==> config.mk <==
export PLATFORM = sky130hd
export DESIGN_NAME = axilite_reg_wr
export DESIGN_NICKNAME = d
export VERILOG_FILES = /design/src/rtl/axilite_pkg.sv /design/src/rtl/axilite_hold_slot.sv /design/src/rtl/axilite_reg_wr.sv
export SDC_FILE = /design/constraint.sdc
export NUM_CORES = 1
export LEC_CHECK = 0
export BUFFER_PORTS_ARGS = -buffer_cell sky130_fd_sc_hd__buf_2
export CELL_PAD_IN_SITES_DETAIL_PLACEMENT = 1
export CELL_PAD_IN_SITES_GLOBAL_PLACEMENT = 1
export CORE_ASPECT_RATIO = 0.7
export CORE_MARGIN = 2
export CORE_UTILIZATION = 32
export DETAILED_ROUTE_END_ITERATION = 10
export PLACE_DENSITY_LB_ADDON = 0.15
export SLEW_MARGIN = 15
export SYNTH_ARGS = -nofsm -noshare
export SYNTH_HDL_FRONTEND = slang
export SYNTH_SLANG_ARGS = --single-unit
==> constraint.sdc <==
create_clock -name clk -period 3 [get_ports clk]
set_input_delay 0.15 -clock clk [delete_from_list [all_inputs] [get_ports clk]]
set_output_delay 0.15 -clock clk [all_outputs]
set_load 0.01 [all_outputs]
==> src/rtl/axilite_pkg.sv <==
// Shared AXI4-Lite definitions for the register read/write bridges.
// Response codes and the timeout counter width helper.
package axilite_pkg;

    localparam logic [1:0] AXIL_RESP_OKAY   = 2'b00;
    localparam logic [1:0] AXIL_RESP_SLVERR = 2'b10;

    function automatic int axil_tmo_width(input int timeout);
        int w;
        w = $clog2(timeout);
        return (w < 1) ? 1 : w;
    endfunction

endpackage

==> src/rtl/axilite_hold_slot.sv <==
// One-entry valid/ready capture register.
// Loads on handshake, holds until cleared.
module axilite_hold_slot #(
    parameter int WIDTH = 8
) (
    input  logic             clk_i,
    input  logic             rst_i,
    input  logic             valid_i,
    output logic             ready_o,
    input  logic [WIDTH-1:0] data_i,
    input  logic             clear_i,
    output logic             held_o,
    output logic             held_next_o,
    output logic [WIDTH-1:0] data_o
);

    logic             held_q, held_d;
    logic [WIDTH-1:0] data_q, data_d;

    always_comb begin
        held_d = held_q;
        data_d = data_q;
        if (clear_i) begin
            held_d = 1'b0;
        end
        if (valid_i && !held_q) begin
            held_d = 1'b1;
            data_d = data_i;
        end
    end

    always_ff @(posedge clk_i) begin
        if (rst_i) begin
            held_q <= 1'b0;
            data_q <= '0;
        end else begin
            held_q <= held_d;
            data_q <= data_d;
        end
    end

    assign ready_o     = !held_q;
    assign held_o      = held_q;
    assign held_next_o = held_d;
    assign data_o      = data_q;

endmodule

==> src/rtl/axilite_reg_wr.sv <==
// AXI4-Lite write slave issuing single register writes with
// optional wait/ack handshake and a bounded acknowledge timeout.
module axilite_reg_wr
    import axilite_pkg::*;
#(
    parameter int DATA_WIDTH = 32,
    parameter int ADDR_WIDTH = 40,
    parameter int STRB_WIDTH = DATA_WIDTH / 8,
    parameter int TIMEOUT    = 2
) (
    input  logic                  clk,
    input  logic                  rst,
    input  logic [ADDR_WIDTH-1:0] s_axil_awaddr,
    input  logic [2:0]            s_axil_awprot,
    input  logic                  s_axil_awvalid,
    output logic                  s_axil_awready,
    input  logic [DATA_WIDTH-1:0] s_axil_wdata,
    input  logic [STRB_WIDTH-1:0] s_axil_wstrb,
    input  logic                  s_axil_wvalid,
    output logic                  s_axil_wready,
    output logic [1:0]            s_axil_bresp,
    output logic                  s_axil_bvalid,
    input  logic                  s_axil_bready,
    output logic [ADDR_WIDTH-1:0] reg_wr_addr,
    output logic [DATA_WIDTH-1:0] reg_wr_data,
    output logic [STRB_WIDTH-1:0] reg_wr_strb,
    output logic                  reg_wr_en,
    input  logic                  reg_wr_wait,
    input  logic                  reg_wr_ack
);

    localparam int CW = axil_tmo_width(TIMEOUT);
    localparam logic [CW-1:0] CNT_LOAD = CW'(TIMEOUT - 1);
    localparam int WW = DATA_WIDTH + STRB_WIDTH;

    logic          aw_held, aw_held_d;
    logic          w_held, w_held_d;
    logic [WW-1:0] w_slot;
    logic          complete;
    logic          en_q, en_d;
    logic          bvalid_q, bvalid_d;
    logic [1:0]    bresp_q, bresp_d;
    logic [CW-1:0] cnt_q, cnt_d;
    logic          unused_prot;

    assign unused_prot = ^s_axil_awprot;

    axilite_hold_slot #(
        .WIDTH(ADDR_WIDTH)
    ) u_aw_slot (
        .clk_i      (clk),
        .rst_i      (rst),
        .valid_i    (s_axil_awvalid),
        .ready_o    (s_axil_awready),
        .data_i     (s_axil_awaddr),
        .clear_i    (complete),
        .held_o     (aw_held),
        .held_next_o(aw_held_d),
        .data_o     (reg_wr_addr)
    );

    axilite_hold_slot #(
        .WIDTH(WW)
    ) u_w_slot (
        .clk_i      (clk),
        .rst_i      (rst),
        .valid_i    (s_axil_wvalid),
        .ready_o    (s_axil_wready),
        .data_i     ({s_axil_wdata, s_axil_wstrb}),
        .clear_i    (complete),
        .held_o     (w_held),
        .held_next_o(w_held_d),
        .data_o     (w_slot)
    );

    assign {reg_wr_data, reg_wr_strb} = w_slot;

    assign complete = en_q && (reg_wr_ack || cnt_q == '0);

    // A new write waits until any pending response has been taken.
    always_comb begin
        bvalid_d = complete || (bvalid_q && !s_axil_bready);
        bresp_d  = bresp_q;
        if (complete) begin
            bresp_d = reg_wr_ack ? AXIL_RESP_OKAY : AXIL_RESP_SLVERR;
        end
        en_d  = aw_held_d && w_held_d && !bvalid_d;
        cnt_d = cnt_q;
        if (!en_q) begin
            cnt_d = CNT_LOAD;
        end else if (!reg_wr_wait && cnt_q != '0) begin
            cnt_d = cnt_q - 1'b1;
        end
    end

    always_ff @(posedge clk) begin
        if (rst) begin
            en_q     <= 1'b0;
            bvalid_q <= 1'b0;
            bresp_q  <= AXIL_RESP_OKAY;
            cnt_q    <= CNT_LOAD;
        end else begin
            en_q     <= en_d;
            bvalid_q <= bvalid_d;
            bresp_q  <= bresp_d;
            cnt_q    <= cnt_d;
        end
    end

    assign reg_wr_en     = en_q;
    assign s_axil_bvalid = bvalid_q;
    assign s_axil_bresp  = bresp_q;

    // unused_prot is intentionally left unconnected
    logic unused_sink;
    assign unused_sink = unused_prot & aw_held & w_held;

endmodule

# Word level (Yosys, flattened, before mapping)
# Cells that the tools add are included.
# word_totals
input_bits	86
word_cells	31
regBits	83
ram_bits	0
latch_bits	0
memories	0
out_inout_bits	82
mem_bits_ro	0
# classes
bitwise	2
reduce_logical	15
n_eq_ne	0
n_mul	0
n_addsub	1
mux	5
div	0
shift	0
magnitude_cmp	0
# op_table
op	count
1-bit logical AND	7
1-bit zero test	5
1-bit 2-to-1 mux	4
1-bit logical OR	2
2-bit 2-to-1 mux	1
1-bit inverter	2
2-bit OR reduction	1
1-bit subtractor, second input constant	1

# Logic depth before layout (Yosys ltp)
# depth
ltp_word	7
mapped_depth	5
ltp_nobuf	3

# By module
# Synthesis repeated with hierarchy kept, for this count alone.
# hier_totals
hier_cells	376
hier_area_um2	3826.2
# by_module_without_submodules
mod	area_each_um2	seq_area_each_um2	instances	cells_each
axilite_hold_slot (u_aw_slot)	1858.0	820.8	1	188
axilite_hold_slot (u_w_slot)	1806.7	740.7	1	171
axilite_reg_wr	161.4	80.1	1	17

# Worst setup path before layout
# No wires, ideal clock.
# synth_timing
path_kind	flip-flop to flip-flop
from	register u_w_slot.held_q (netlist: u_w_slot.held_o)
to	register u_w_slot.data_q[10] (netlist: u_w_slot.data_o[10])
t_required_ns	2.868
setup_ns	0.132
period_less_slack_ns	0.969
path_buffers	2
t_arrival_ns	0.837
setup_slack_ns	2.031
path_stages_with_launch	6
path_cell_list	dfxtp_1 > nand2b_1 > buf_4 > buf_6 > nand2_1 > a21oi_1
# synth_via
elab_chain_cells	2
# synth_rtl
element	line_no	text
start, declared	axilite_hold_slot.sv:17	logic held_q, held_d;
start signal, assigned	axilite_hold_slot.sv:37	held_q <= held_d;
1-bit zero test	axilite_hold_slot.sv:26	if (valid_i && !held_q) begin
1-bit logical AND	axilite_hold_slot.sv:26	
end signal, assigned	axilite_hold_slot.sv:38	data_q <= data_d;
end, declared	axilite_hold_slot.sv:18	logic [WIDTH-1:0] data_q, data_d;
# No other way between the ends.
# A chain may end at the register's enable or synchronous reset.

# Final worst setup path
# layout_timing
from	register u_aw_slot.held_q (netlist: u_aw_slot.held_o)
to	register u_aw_slot.data_q[18] (netlist: u_aw_slot.data_o[18])
# layout_via
elab_chain_cells	2
# layout_rtl
element	line_no
start, declared	axilite_hold_slot.sv:17
start signal, assigned	axilite_hold_slot.sv:37
1-bit zero test	axilite_hold_slot.sv:26
1-bit logical AND	axilite_hold_slot.sv:26
end signal, assigned	axilite_hold_slot.sv:38
end, declared	axilite_hold_slot.sv:18
# No other way between the ends.

==> impl_metrics.csv <==
group,metric,value,unit
clocking,tritoncts,"yes",
logic_synthesis,syn-instance-count,358,
timing,final.hold.worst_slack,0.03890,ns
finish,filler_cell_count,1132,
die,design.die.area,9747,um^2
die,chipHeight,83.21,um
die,start_util,0.3341,
timing,layout_min_cycle_time,1.277,ns
pwr,peakVddDrop,306.5,uV
worst_setup_path,worstSetupPathType,"reg2reg",
routing,detailedRoute.firstIterationViolations,112,
placed_design,dp.final_hpwl,6.037,mm
placed_design,finalWeightedCongestion,0.7031,
grt,globalRoute.totalOverflow,0,
routing,routed_wirelength,8.440,mm
timing,final-max-slew-violation-count,0,
worst_setup_path,critical_path.max_fanout,40,
logic_synthesis,synthDistinctLibCells,18,
timing,achievable_freq,783.3,MHz
routing,route.detailed.drc,0,
finish,layout.core_utilization,0.4641,
clocking,tritoncts.num_buffers,9,
worst_setup_path,cp-start-kind,"register",
timing,hold_viol_final,0,
pwr,net-switching-power,593.0,uW
timing,fin_worst_skew,0.006369,ns
pwr,total_internal_power,1.855,mW
finish,layout.area.seq,1642,um^2
job,drv_cap,0,
status,run_status,"completed",
pwr,pwr-share-comb,0.124,
timing,rsz0062_at_grt,"false",
finish,post-route-cell-area,3984,um^2
logic_synthesis,post_synth_instance_area,2868,um^2
finish,layout_common_cells,"163 x sky130_fd_sc_hd__buf_2, 153 x sky130_fd_sc_hd__nand2_1, 82 x sky130_fd_sc_hd__dfxtp_1",
finish,share_of_final_layout_standard_cells_stronger_than_drive_strength_1,0.3515,
logic_synthesis,syn_avg_cell_area,8.010,um^2
worst_setup_path,data_arrival_critical_path,1.53,ns
clocking,cts-resized-gates,0,
placed_design,placed_cell_area,3730,um^2
logic_synthesis,synth.yosys.seq_area_share,0.5724,
finish,layout.cells.most_common,"sky130_fd_sc_hd__buf_2",
clocking,htreeDepth,3,
pwr,netSwitchingFraction,0.2422,
logic_synthesis,synth-xor-area-share,0,
die,ioPinCount,168,
routing,num_vias,2843,
grt,antenna_violations_before_repair,0,
placed_design,placement.io_buffers,163,
pwr,p_leak,1.918,nW
clocking,clk_latency,0.33,ns
grt,global_route.usage.total,0.1755,
logic_synthesis,synth_compound_gate_area_share,0.1501,
finish,nets,598,
clocking,cts-root-buf,"sky130_fd_sc_hd__clkbuf_16",
timing,final_min_period_over_clock_period,0.4256,
logic_synthesis,synth_simple_gate_area_frac,0.2186,
routing,postRouteAntennaNets,0,
worst_hold_path,hold_class,"in2reg",
finish,num_antenna_cells,0,
grt,number_of_global_route_vias_before_repair,2808,
logic_synthesis,yosys_register_bits,82,
pwr,power.sequential.fraction,0.484,
clocking,cts_post_setup_buffers_inserted,0,
clocking,cts-root-to-sink-buffers,2,
routing,post_drt_wl_per_cell,13.29,um
worst_setup_path,cp_data_required_time,3.25,ns
logic_synthesis,main_combinational_cell_family_by_area_after_synthesis,"simple AND/OR/NAND/NOR gates",
pwr,power.share.clock,0.392,
timing,setup_viol,0,
logic_synthesis,synth_nets,444,
timing,fin_setup_tns,0,ns
die,fp.dieW,117.1,um
worst_setup_path,end_kind,"register",
clocking,clkSlewWorstSetupHoldPaths,0.06,ns
finish,layout-area-overhead-vs-synth,38.92,%
routing,drtPass1Iterations,4,
clocking,post_cts_hold_buffer_count,0,
logic_synthesis,yosys_warnings,0,
grt,maximum_number_of_pins_on_one_net_before_global_route_repair,43,
logic_synthesis,yosys.area_share.adder,0,
logic_synthesis,muxShareOfSynthArea,0,
finish,multi_input_area,1066,um^2
grt,first_pass_grt_wire_length,13.49,mm
pwr,power.density,614.5,nW/um^2
die,core-area,8583,um^2
routing,route.detailed.vias_per_inst,4.477,
clocking,cts.sinks,82,
die,fp-row-count,28,
-- power groups by stage --
stage | logic (mW) | registers, mW | clock network (mW)
after detailed placement | 0.309 | 1.21 | 0
after global placement | 0.302 | 1.20 | 0
after CTS | 0.310 | 1.18 | 1.00
after global routing | 0.344 | 1.19 | 1.05
final | 0.303 | 1.18 | 0.961
after floorplan | 0.137 | 1.24 | 0
-- cell type report --
| type | instances | share of cell area |
|---|---|---|
| clock buffer | 14 | 0.06376 |
| inverter | 3 | 0.002827 |
| multi-input combinational | 247 | 0.2676 |
| sequential | 82 | 0.4121 |
| tap | 120 | 0.03769 |
| timing repair buffer | 169 | 0.2161 |
-- per-stage QoR --
stage,cells,power [mW],worst slack (ns)
2_1_floorplan,358,1.374,2.031
3_3_place_gp,621,1.506,1.801
3_5_place_dp,621,1.518,1.705
4_1_cts,635,2.500,1.691
5_1_grt,635,2.590,1.601
6_report,635,2.448,1.723
-- registers in the layout, indices dropped and copies added, names as in the netlist --
name,flops
u_w_slot.data_o,36
s_axil_bvalid,1
reg_wr_en,1
s_axil_bresp,1
u_aw_slot.data_o,40
u_aw_slot.held_o,1
cnt_q,1
u_w_slot.held_o,1
-- cells by family (layout without fill, tap and decap cells) --
kind of cell | count (synthesis) | after routing
flops | 82 | 82
buf+inv | 29 | 186
simple gates | 162 | 162
other cells | 1 | 1
compound gates | 84 | 84
-- routing by layer --
| layer | track usage | vias to the layer above | routed length [um] |
|---|---|---|---|
| li1 | - | 1445 | - |
| met1 | 0.2022 | 1298 | 3593 |
| met2 | 0.2905 | 90 | 4066 |
| met3 | 0.07007 | 10 | 684 |
| met4 | 0.06524 | 0 | 95 |
| met5 | 0 | - | 0 |
-- critical path, stage by stage, from the launching register on --
cell and delay [ns]:
sky130_fd_sc_hd__dfxtp_1 0.40, sky130_fd_sc_hd__nand2b_1 0.13, sky130_fd_sc_hd__buf_4 0.37, sky130_fd_sc_hd__nand2_1 0.12
sky130_fd_sc_hd__a21oi_1 0.18
-- cells in the mapped netlist, drive strengths merged --
cell type	count	area, um^2
o21ai	1	5.000
nor2	2	7.510
o21a	1	7.510
nand2	153	574.3
nand3b	1	7.510
buf	18	123.9
inv	3	11.26
a21oi	79	395.4
conb	1	3.750
o21bai	1	7.510
a211oi	2	15.01
and3	1	6.260
nor2b	2	12.51
nand2b	3	18.77
clkbuf	8	30.03
dfxtp	82	1642
-- path summary, 6_finish.rpt --
kind / slack [ns] / endpoint / start / depth (start not counted)
setup / recovery: 1.72 / u_aw_slot.data_o[18] / u_aw_slot.held_o / 4
hold / removal: 0.04 / s_axil_bresp[1] / reg_wr_ack / 2
setup reg to reg: 1.72 / u_aw_slot.data_o[18] / u_aw_slot.held_o / 4
hold reg to reg: 0.45 / u_aw_slot.data_o[15] / u_aw_slot.data_o[15] / 2
Note: power is estimated with default switching activity, not from simulation.
